File: config.mk
export PLATFORM = sky130hd
export DESIGN_NAME = alu_issue_stage
export DESIGN_NICKNAME = d
export VERILOG_FILES = /design/src/rtl/alu_issue_stage_pkg.sv /design/src/rtl/alu_instr_decoder.sv /design/src/rtl/alu_issue_stage.sv
export SDC_FILE = /design/constraint.sdc
export NUM_CORES = 1
export LEC_CHECK = 0
export BUFFER_PORTS_ARGS = -buffer_cell sky130_fd_sc_hd__buf_2
export CAP_MARGIN = 30
export CORE_MARGIN = 5
export CORE_UTILIZATION = 35
export DETAILED_ROUTE_END_ITERATION = 10
export GPL_ROUTABILITY_DRIVEN = 1
export PLACE_DENSITY = 0.72
export REMOVE_ABC_BUFFERS = 1
export SLEW_MARGIN = 20
export SYNTH_ARGS = -nofsm -noshare
export SYNTH_HDL_FRONTEND = slang
export SYNTH_SLANG_ARGS = --single-unit
File: constraint.sdc
create_clock -name clk -period 5.9 [get_ports clk]
set_input_delay 0.59 -clock clk [delete_from_list [all_inputs] [get_ports clk]]
set_output_delay 0.59 -clock clk [all_outputs]
set_load 0.02 [all_outputs]
File: src/rtl/alu_issue_stage_pkg.sv
// Shared types and constants for the ALU issue stage.
//   InstructionSetALU : one-hot ALU control word (primary op plus branch compare op)
//   decoded_instr_t   : everything the issue slot holds for one instruction
//   OPC_* / F3_* / F7_*: RV32I encoding constants used by the decoder
package alu_issue_stage_pkg;

    localparam int XLEN_W = 32;

    typedef struct packed {
        logic ADD;
        logic SUB;
        logic SLL;
        logic SLT;
        logic SLTU;
        logic XOR;
        logic SRL;
        logic SRA;
        logic OR;
        logic AND;
        logic SEQ_B;
        logic SLT_B;
        logic SLTU_B;
    } InstructionSetALU;

    localparam int ALU_OP_W = $bits(InstructionSetALU);

    localparam logic [6:0] OPC_OP     = 7'b0110011;
    localparam logic [6:0] OPC_OP_IMM = 7'b0010011;
    localparam logic [6:0] OPC_LUI    = 7'b0110111;
    localparam logic [6:0] OPC_AUIPC  = 7'b0010111;
    localparam logic [6:0] OPC_JAL    = 7'b1101111;
    localparam logic [6:0] OPC_JALR   = 7'b1100111;
    localparam logic [6:0] OPC_BRANCH = 7'b1100011;
    localparam logic [6:0] OPC_LOAD   = 7'b0000011;
    localparam logic [6:0] OPC_STORE  = 7'b0100011;

    localparam logic [2:0] F3_ADD_SUB = 3'b000;
    localparam logic [2:0] F3_SLL     = 3'b001;
    localparam logic [2:0] F3_SLT     = 3'b010;
    localparam logic [2:0] F3_SLTU    = 3'b011;
    localparam logic [2:0] F3_XOR     = 3'b100;
    localparam logic [2:0] F3_SR      = 3'b101;
    localparam logic [2:0] F3_OR      = 3'b110;
    localparam logic [2:0] F3_AND     = 3'b111;

    localparam logic [2:0] F3_BEQ     = 3'b000;
    localparam logic [2:0] F3_BNE     = 3'b001;
    localparam logic [2:0] F3_BLT     = 3'b100;
    localparam logic [2:0] F3_BGE     = 3'b101;
    localparam logic [2:0] F3_BLTU    = 3'b110;
    localparam logic [2:0] F3_BGEU    = 3'b111;

    localparam logic [2:0] F3_JALR    = 3'b000;

    localparam logic [6:0] F7_BASE    = 7'b0000000;
    localparam logic [6:0] F7_ALT     = 7'b0100000;

    typedef struct packed {
        InstructionSetALU    alu_op;
        logic [XLEN_W-1:0]   in1;
        logic [XLEN_W-1:0]   in2;
        logic [XLEN_W-1:0]   in1_b;
        logic [XLEN_W-1:0]   in2_b;
        logic [4:0]          rd;
        logic                reg_write;
        logic                is_branch;
        logic                branch_invert;
        logic                is_jump;
        logic                illegal;
    } decoded_instr_t;

    // LB, LH, LW, LBU, LHU are the only defined load widths.
    function automatic logic load_f3_ok(input logic [2:0] f3);
        return (f3 == 3'b000) || (f3 == 3'b001) || (f3 == 3'b010) ||
               (f3 == 3'b100) || (f3 == 3'b101);
    endfunction

    // SB, SH, SW are the only defined store widths.
    function automatic logic store_f3_ok(input logic [2:0] f3);
        return (f3 == 3'b000) || (f3 == 3'b001) || (f3 == 3'b010);
    endfunction

endpackage

File: src/rtl/alu_instr_decoder.sv
// Combinational RV32I decoder producing the ALU control word and operands.
//   instr    : instruction word
//   pc       : address of instr
//   rs1_data : register value for instr[19:15]
//   rs2_data : register value for instr[24:20]
//   dec      : decoded fields (one-hot op, four operands, rd, flags)
module alu_instr_decoder
    import alu_issue_stage_pkg::*;
(
    input  logic [31:0]       instr,
    input  logic [XLEN_W-1:0] pc,
    input  logic [XLEN_W-1:0] rs1_data,
    input  logic [XLEN_W-1:0] rs2_data,
    output decoded_instr_t    dec
);

    logic [6:0]        opcode_s;
    logic [2:0]        f3_s;
    logic [6:0]        f7_s;
    logic [4:0]        shamt_s;
    logic [XLEN_W-1:0] imm_i_s;
    logic [XLEN_W-1:0] imm_s_s;
    logic [XLEN_W-1:0] imm_b_s;
    logic [XLEN_W-1:0] imm_u_s;
    logic [XLEN_W-1:0] imm_j_s;
    logic              illegal_s;
    decoded_instr_t    d_s;

    assign opcode_s = instr[6:0];
    assign f3_s     = instr[14:12];
    assign f7_s     = instr[31:25];
    assign shamt_s  = instr[24:20];
    assign imm_i_s  = {{(XLEN_W-12){instr[31]}}, instr[31:20]};
    assign imm_s_s  = {{(XLEN_W-12){instr[31]}}, instr[31:25], instr[11:7]};
    assign imm_b_s  = {{(XLEN_W-13){instr[31]}}, instr[31], instr[7], instr[30:25], instr[11:8], 1'b0};
    assign imm_u_s  = XLEN_W'($signed({instr[31:12], 12'h000}));
    assign imm_j_s  = {{(XLEN_W-21){instr[31]}}, instr[31], instr[19:12], instr[20], instr[30:21], 1'b0};

    // Opcode decode; anything unrecognised collapses to an all-zero NOP with illegal set.
    always_comb begin
        d_s       = '0;
        illegal_s = 1'b0;
        case (opcode_s)
            OPC_OP: begin
                d_s.in1       = rs1_data;
                d_s.in2       = rs2_data;
                d_s.reg_write = 1'b1;
                if (f7_s == F7_BASE) begin
                    case (f3_s)
                        F3_ADD_SUB: d_s.alu_op.ADD  = 1'b1;
                        F3_SLL:     d_s.alu_op.SLL  = 1'b1;
                        F3_SLT:     d_s.alu_op.SLT  = 1'b1;
                        F3_SLTU:    d_s.alu_op.SLTU = 1'b1;
                        F3_XOR:     d_s.alu_op.XOR  = 1'b1;
                        F3_SR:      d_s.alu_op.SRL  = 1'b1;
                        F3_OR:      d_s.alu_op.OR   = 1'b1;
                        F3_AND:     d_s.alu_op.AND  = 1'b1;
                        default:    illegal_s       = 1'b1;
                    endcase
                end else if (f7_s == F7_ALT) begin
                    case (f3_s)
                        F3_ADD_SUB: d_s.alu_op.SUB = 1'b1;
                        F3_SR:      d_s.alu_op.SRA = 1'b1;
                        default:    illegal_s      = 1'b1;
                    endcase
                end else begin
                    illegal_s = 1'b1;
                end
            end
            OPC_OP_IMM: begin
                d_s.in1       = rs1_data;
                d_s.in2       = imm_i_s;
                d_s.reg_write = 1'b1;
                case (f3_s)
                    F3_ADD_SUB: d_s.alu_op.ADD  = 1'b1;
                    F3_SLT:     d_s.alu_op.SLT  = 1'b1;
                    F3_SLTU:    d_s.alu_op.SLTU = 1'b1;
                    F3_XOR:     d_s.alu_op.XOR  = 1'b1;
                    F3_OR:      d_s.alu_op.OR   = 1'b1;
                    F3_AND:     d_s.alu_op.AND  = 1'b1;
                    F3_SLL: begin
                        d_s.in2 = XLEN_W'(shamt_s);
                        if (f7_s == F7_BASE) begin
                            d_s.alu_op.SLL = 1'b1;
                        end else begin
                            illegal_s = 1'b1;
                        end
                    end
                    F3_SR: begin
                        d_s.in2 = XLEN_W'(shamt_s);
                        if (f7_s == F7_BASE) begin
                            d_s.alu_op.SRL = 1'b1;
                        end else if (f7_s == F7_ALT) begin
                            d_s.alu_op.SRA = 1'b1;
                        end else begin
                            illegal_s = 1'b1;
                        end
                    end
                    default: illegal_s = 1'b1;
                endcase
            end
            OPC_LUI: begin
                d_s.alu_op.ADD = 1'b1;
                d_s.in2        = imm_u_s;
                d_s.reg_write  = 1'b1;
            end
            OPC_AUIPC: begin
                d_s.alu_op.ADD = 1'b1;
                d_s.in1        = pc;
                d_s.in2        = imm_u_s;
                d_s.reg_write  = 1'b1;
            end
            OPC_JAL: begin
                d_s.alu_op.ADD = 1'b1;
                d_s.in1        = pc;
                d_s.in2        = imm_j_s;
                d_s.is_jump    = 1'b1;
                d_s.reg_write  = 1'b1;
            end
            OPC_JALR: begin
                d_s.alu_op.ADD = 1'b1;
                d_s.in1        = rs1_data;
                d_s.in2        = imm_i_s;
                d_s.is_jump    = 1'b1;
                d_s.reg_write  = 1'b1;
                if (f3_s != F3_JALR) begin
                    illegal_s = 1'b1;
                end else begin
                    illegal_s = 1'b0;
                end
            end
            OPC_BRANCH: begin
                // Primary ALU path computes the target; the _b path does the compare.
                d_s.alu_op.ADD = 1'b1;
                d_s.in1        = pc;
                d_s.in2        = imm_b_s;
                d_s.in1_b      = rs1_data;
                d_s.in2_b      = rs2_data;
                d_s.is_branch  = 1'b1;
                case (f3_s)
                    F3_BEQ:  d_s.alu_op.SEQ_B = 1'b1;
                    F3_BNE: begin
                        d_s.alu_op.SEQ_B  = 1'b1;
                        d_s.branch_invert = 1'b1;
                    end
                    F3_BLT:  d_s.alu_op.SLT_B = 1'b1;
                    F3_BGE: begin
                        d_s.alu_op.SLT_B  = 1'b1;
                        d_s.branch_invert = 1'b1;
                    end
                    F3_BLTU: d_s.alu_op.SLTU_B = 1'b1;
                    F3_BGEU: begin
                        d_s.alu_op.SLTU_B = 1'b1;
                        d_s.branch_invert = 1'b1;
                    end
                    default: illegal_s = 1'b1;
                endcase
            end
            OPC_LOAD: begin
                d_s.alu_op.ADD = 1'b1;
                d_s.in1        = rs1_data;
                d_s.in2        = imm_i_s;
                d_s.reg_write  = 1'b1;
                illegal_s      = !load_f3_ok(f3_s);
            end
            OPC_STORE: begin
                d_s.alu_op.ADD = 1'b1;
                d_s.in1        = rs1_data;
                d_s.in2        = imm_s_s;
                illegal_s      = !store_f3_ok(f3_s);
            end
            default: illegal_s = 1'b1;
        endcase

        if (illegal_s) begin
            d_s         = '0;
            d_s.illegal = 1'b1;
        end else begin
            d_s.illegal = 1'b0;
        end

        // rd only carries meaning when the result is written back.
        if (d_s.reg_write) begin
            d_s.rd = instr[11:7];
        end else begin
            d_s.rd = 5'd0;
        end
    end

    assign dec = d_s;

endmodule

File: src/rtl/alu_issue_stage.sv
// Issue stage in front of the ALU: decodes one instruction per handshake into a
// registered output slot that drives the ALU inputs directly.
//   clk, reset          : clock, asynchronous active-high reset
//   in_valid/in_ready   : upstream handshake (in_ready = slot empty or draining)
//   instr, pc, rs*_data : instruction and its operands
//   flush               : drop the held and the incoming instruction
//   out_valid/out_ready : downstream handshake
//   alu_op, alu_in*     : one-hot ALU control and operands
//   rd, reg_write, is_branch, branch_invert, is_jump, illegal : side-band flags
module alu_issue_stage
    import alu_issue_stage_pkg::*;
#(
    parameter int XLEN = XLEN_W
) (
    input  logic                clk,
    input  logic                reset,
    input  logic                in_valid,
    output logic                in_ready,
    input  logic [31:0]         instr,
    input  logic [XLEN-1:0]     pc,
    input  logic [XLEN-1:0]     rs1_data,
    input  logic [XLEN-1:0]     rs2_data,
    input  logic                flush,
    output logic                out_valid,
    input  logic                out_ready,
    output logic [ALU_OP_W-1:0] alu_op,
    output logic [XLEN-1:0]     alu_in1,
    output logic [XLEN-1:0]     alu_in2,
    output logic [XLEN-1:0]     alu_in1_b,
    output logic [XLEN-1:0]     alu_in2_b,
    output logic [4:0]          rd,
    output logic                reg_write,
    output logic                is_branch,
    output logic                branch_invert,
    output logic                is_jump,
    output logic                illegal
);

    decoded_instr_t dec_s;
    decoded_instr_t slot_r;
    logic           valid_r;
    logic           load_s;

    alu_instr_decoder u_decoder (
        .instr    (instr),
        .pc       (pc),
        .rs1_data (rs1_data),
        .rs2_data (rs2_data),
        .dec      (dec_s)
    );

    assign in_ready = !valid_r || out_ready;
    assign load_s   = in_valid && in_ready && !flush;

    // Slot occupancy: flush wins, then a new load, then consumption empties it.
    always_ff @(posedge clk or posedge reset) begin
        if (reset) begin
            valid_r <= 1'b0;
        end else if (flush) begin
            valid_r <= 1'b0;
        end else if (load_s) begin
            valid_r <= 1'b1;
        end else if (out_ready) begin
            valid_r <= 1'b0;
        end else begin
            valid_r <= valid_r;
        end
    end

    // Payload only changes on a load, so a stalled slot stays stable.
    always_ff @(posedge clk or posedge reset) begin
        if (reset) begin
            slot_r <= '0;
        end else if (load_s) begin
            slot_r <= dec_s;
        end else begin
            slot_r <= slot_r;
        end
    end

    assign out_valid     = valid_r;
    assign alu_op        = slot_r.alu_op;
    assign alu_in1       = slot_r.in1;
    assign alu_in2       = slot_r.in2;
    assign alu_in1_b     = slot_r.in1_b;
    assign alu_in2_b     = slot_r.in2_b;
    assign rd            = slot_r.rd;
    assign reg_write     = slot_r.reg_write;
    assign is_branch     = slot_r.is_branch;
    assign branch_invert = slot_r.branch_invert;
    assign is_jump       = slot_r.is_jump;
    assign illegal       = slot_r.illegal;

endmodule

==> results.md <==
- Status: finished clean
- Final period util: 0.531
- Most common flop cell mapped by yosys: dfrtp_1
- Largest net degree at the start of global routing: 94
- Worst-margin pin slew: 0.978 ns
- Util after Layout: 0.453
- WL/cell: between 15 and 20 um
- Worst Path Max Fanout: between 50 and 60
- Post_cts resized: 0
- Fmax: 319 MHz
- P_int: 1.69 mW
- Clk root buf: clkbuf_16
- HP Class: input pin to asynchronous set/reset pin
- Sw Share: 0.263
- Placed insts: approximately 1,300
- Clock sinks: ~150
- PwrDens: 242 nW/um^2
- Avg Inst Size Synth: just under 10 um^2
- Maximum clock path buffer count: 2
- Number of global-route vias before repair: ~6,700
- Clk_skew: about 0.0097 ns
- CTS tree: yes
- Unrepaired setup endpoints after global routing: no
- Initial antenna violation count: 2
- Horiz. Die Dim: ~160 um
- Ys async rst share: 1.00
- Number of buffers and inverters on the critical path: 2
- Crit path cell chain: buf_2, nor2_1, nand3_1, o21ai_0, or4_4, buf_4, o21ai_0
- Min cycle time layout: about 3.1 ns
- CP top delay family: simple AND/OR/NAND/NOR gates
- Total gr overflow: 0
- Later-pin clock latency in the skew report: about 0.42 ns
- Leakage: approximately 4.6 nW
- Logic pwr share: 0.074
- Post-DP Area: a little under 9000 um^2
- Psw: between 0.6 and 0.7 mW
- Top post-synthesis cells by area: dfrtp_1 (51%), nand2_1 (12%), o21ai_2 (11%)
- Top-count cell post-synth: nand2_1
- Worst-path clk slew: ~0.070 ns
- Post-layout nets: about 1,200
- CTS buffer count: 17
- Maximum level of the CTS H-tree: 4
- CP arrival: 3.40 ns
- MaxCap Viol Count: 0
- Hold Fails Final Rpt: 0
- Yosys warnings: 0
- Drt drc: 0
- Post-DR vias/cell: 5.17
- Setup violators final: 0
- Post-synth top area cell: dfrtp_1
- Post-synth cell types: between 50 and 60
- Crit Path Class: input pin to flop
- Post-Route WL: about 24 mm
- Clock Power Share: 0.471
- DP HPWL: roughly 17 mm
- Slew Viols, Final: 0
- Slowest cell on crit path: or4_4
- I/O pins: ~290
- Crit-path most repeated cell: o21ai_0
- Seq pwr share: 0.456
- CP endpoint kind: flop
- Postcts setup bufs: 0
- Post-synthesis sequential area ratio: 0.515
- Synth top cells by count: nand2_1 (229), dfrtp_1 (152), o21ai_2 (92), clkbuf_1 (43), a22oi_1 (38)
- Die area: 24,100 um^2
- Total number of vias: 6,774
- DRT antenna net count: 0
- Post-synth EDFFs: 0
- Fraction of layout cells with a size suffix above 1: 0.417
- Non-Filler Instances: roughly 1,300
- Drt initial violations: 480
- Row count: 53
- Overall Global Routing Usage: 0.198
- Starting density of the core: 0.354
- Vert. Die Dim: 155 um
- Seq cells post-synth: 152
- CP peak stage delay: 0.78 ns
- Core area: between 20,000 and 25,000 um^2
- Synth top area share: 0.515
- Area Growth Syn to Fin: 28.2%
- Critical path required time: 6.17 ns
- First-pass GRT wire length: 38.0 mm
- Design Area, Final: between 9000 and 10,000 um^2
- Max IR drop VDD: around 0.00017 V
- Gpl congestion: between 0.8 and 0.9
- CTS Hold Bufs: 0
- Port-buffer cells: approximately 290
- Cell count after synthesis: approximately 770
- Setup slack, reg-to-reg: 3.00 ns
- Cell area after synthesis: 7390 um^2
- Startpoint type of the worst setup path: input pin
- Drt pass-1 iters: 5
- Slew headroom: 0.348
## cell type report
cell class	count	area (um^2)
antenna	1	2.50
fill	2063	11400
sequential	152	3800
tap	275	344
timing repair buffer	296	1560
inverter	19	76.3
multi-input combinational	535	3120
clock buffer	18	429
clock inverter	14	140
## layer usage
layer	wire [um]	global-route usage	share of wire
met1	10400	0.269	0.43
met4	416	0.0542	0.017
met3	2180	0.0556	0.089
met2	11300	0.310	0.46
met5	13	0	0.00053
## stage by stage
step | setup slack, ns | TNS (ns) | power [mW] | hold slack (ns)
finish | 2.77 | 0 | 2.30 | 0.258
CTS | 2.81 | 0 | 2.32 | 0.270
global route | 2.61 | 0 | 2.39 | 0.292
floorplan | -0.118 | -6.44 | 1.13 | 0.583
global placement | 2.43 | 0 | 1.23 | 0.456
detailed placement | 2.36 | 0 | 1.23 | 0.460
## power groups by stage
stage | clock network (mW) | registers, mW | logic (mW)
finish | 1.08 | 1.05 | 0.169
CTS | 1.11 | 1.05 | 0.169
global route | 1.16 | 1.05 | 0.187
detailed placement | 0 | 1.07 | 0.168
global placement | 0 | 1.07 | 0.164
floorplan | 0 | 1.07 | 0.0628
## state kept, by name, summed over array words and instances, names as in the netlist, 5 cells and up
name / cells
alu_in2_b: 32
alu_in1: 32
alu_in1_b: 32
rd: 5
alu_in2: 32
alu_op: 13
## cell families after synthesis
family / after synthesis / synth area share
AND/OR/NAND/NOR: 292 / 0.166
AO/OA/AOI/OAI: 241 / 0.249
XOR/XNOR: 1 / 0.00119
flip-flops: 152 / 0.515
multiplexers: 1 / 0.00135
buffers and inverters: 80 / 0.0676
## final timing paths
check | from | endpoint | cells after the start
min in group clk | flush | out_valid | 2
worst min register to register | alu_in2_b[0] | alu_in2_b[0] | 2
worst max-delay path | instr[6] | alu_in1[10] | 7
max in group asynchronous | reset | alu_in1[21] | 4
worst min-delay path | reset | alu_in1_b[16] | 2
worst max register to register | out_valid | alu_in1[10] | 7
## cell usage in the layout (no fill, tap or decap), types with 3 or more instances in the layout
cell type   netlist  layout
nor2_1           20      19
nand2b_1          4       4
nand3_1           9       9
a221oi_1         17      17
nor3b_1           3       3
buf_2             3     285
clkinvlp_4        0       5
inv_6             0       5
nand4_1           4       4
clkinv_4          0       3
a22o_1            3       3
buf_4             1       8
inv_1            18      17
a32oi_1           8       8
a21boi_0          8       8
nand2_1         229     229
a22oi_1          38      38
o21ai_2          92      92
nor3_1            6       5
o21ai_0          27      27
o21ai_1          21      21
a21oi_1           8       7
dfrtp_1         152     152
nor2b_1           3       3
clkbuf_16         0      17
Note: power is estimated with default switching activity, not from simulation.
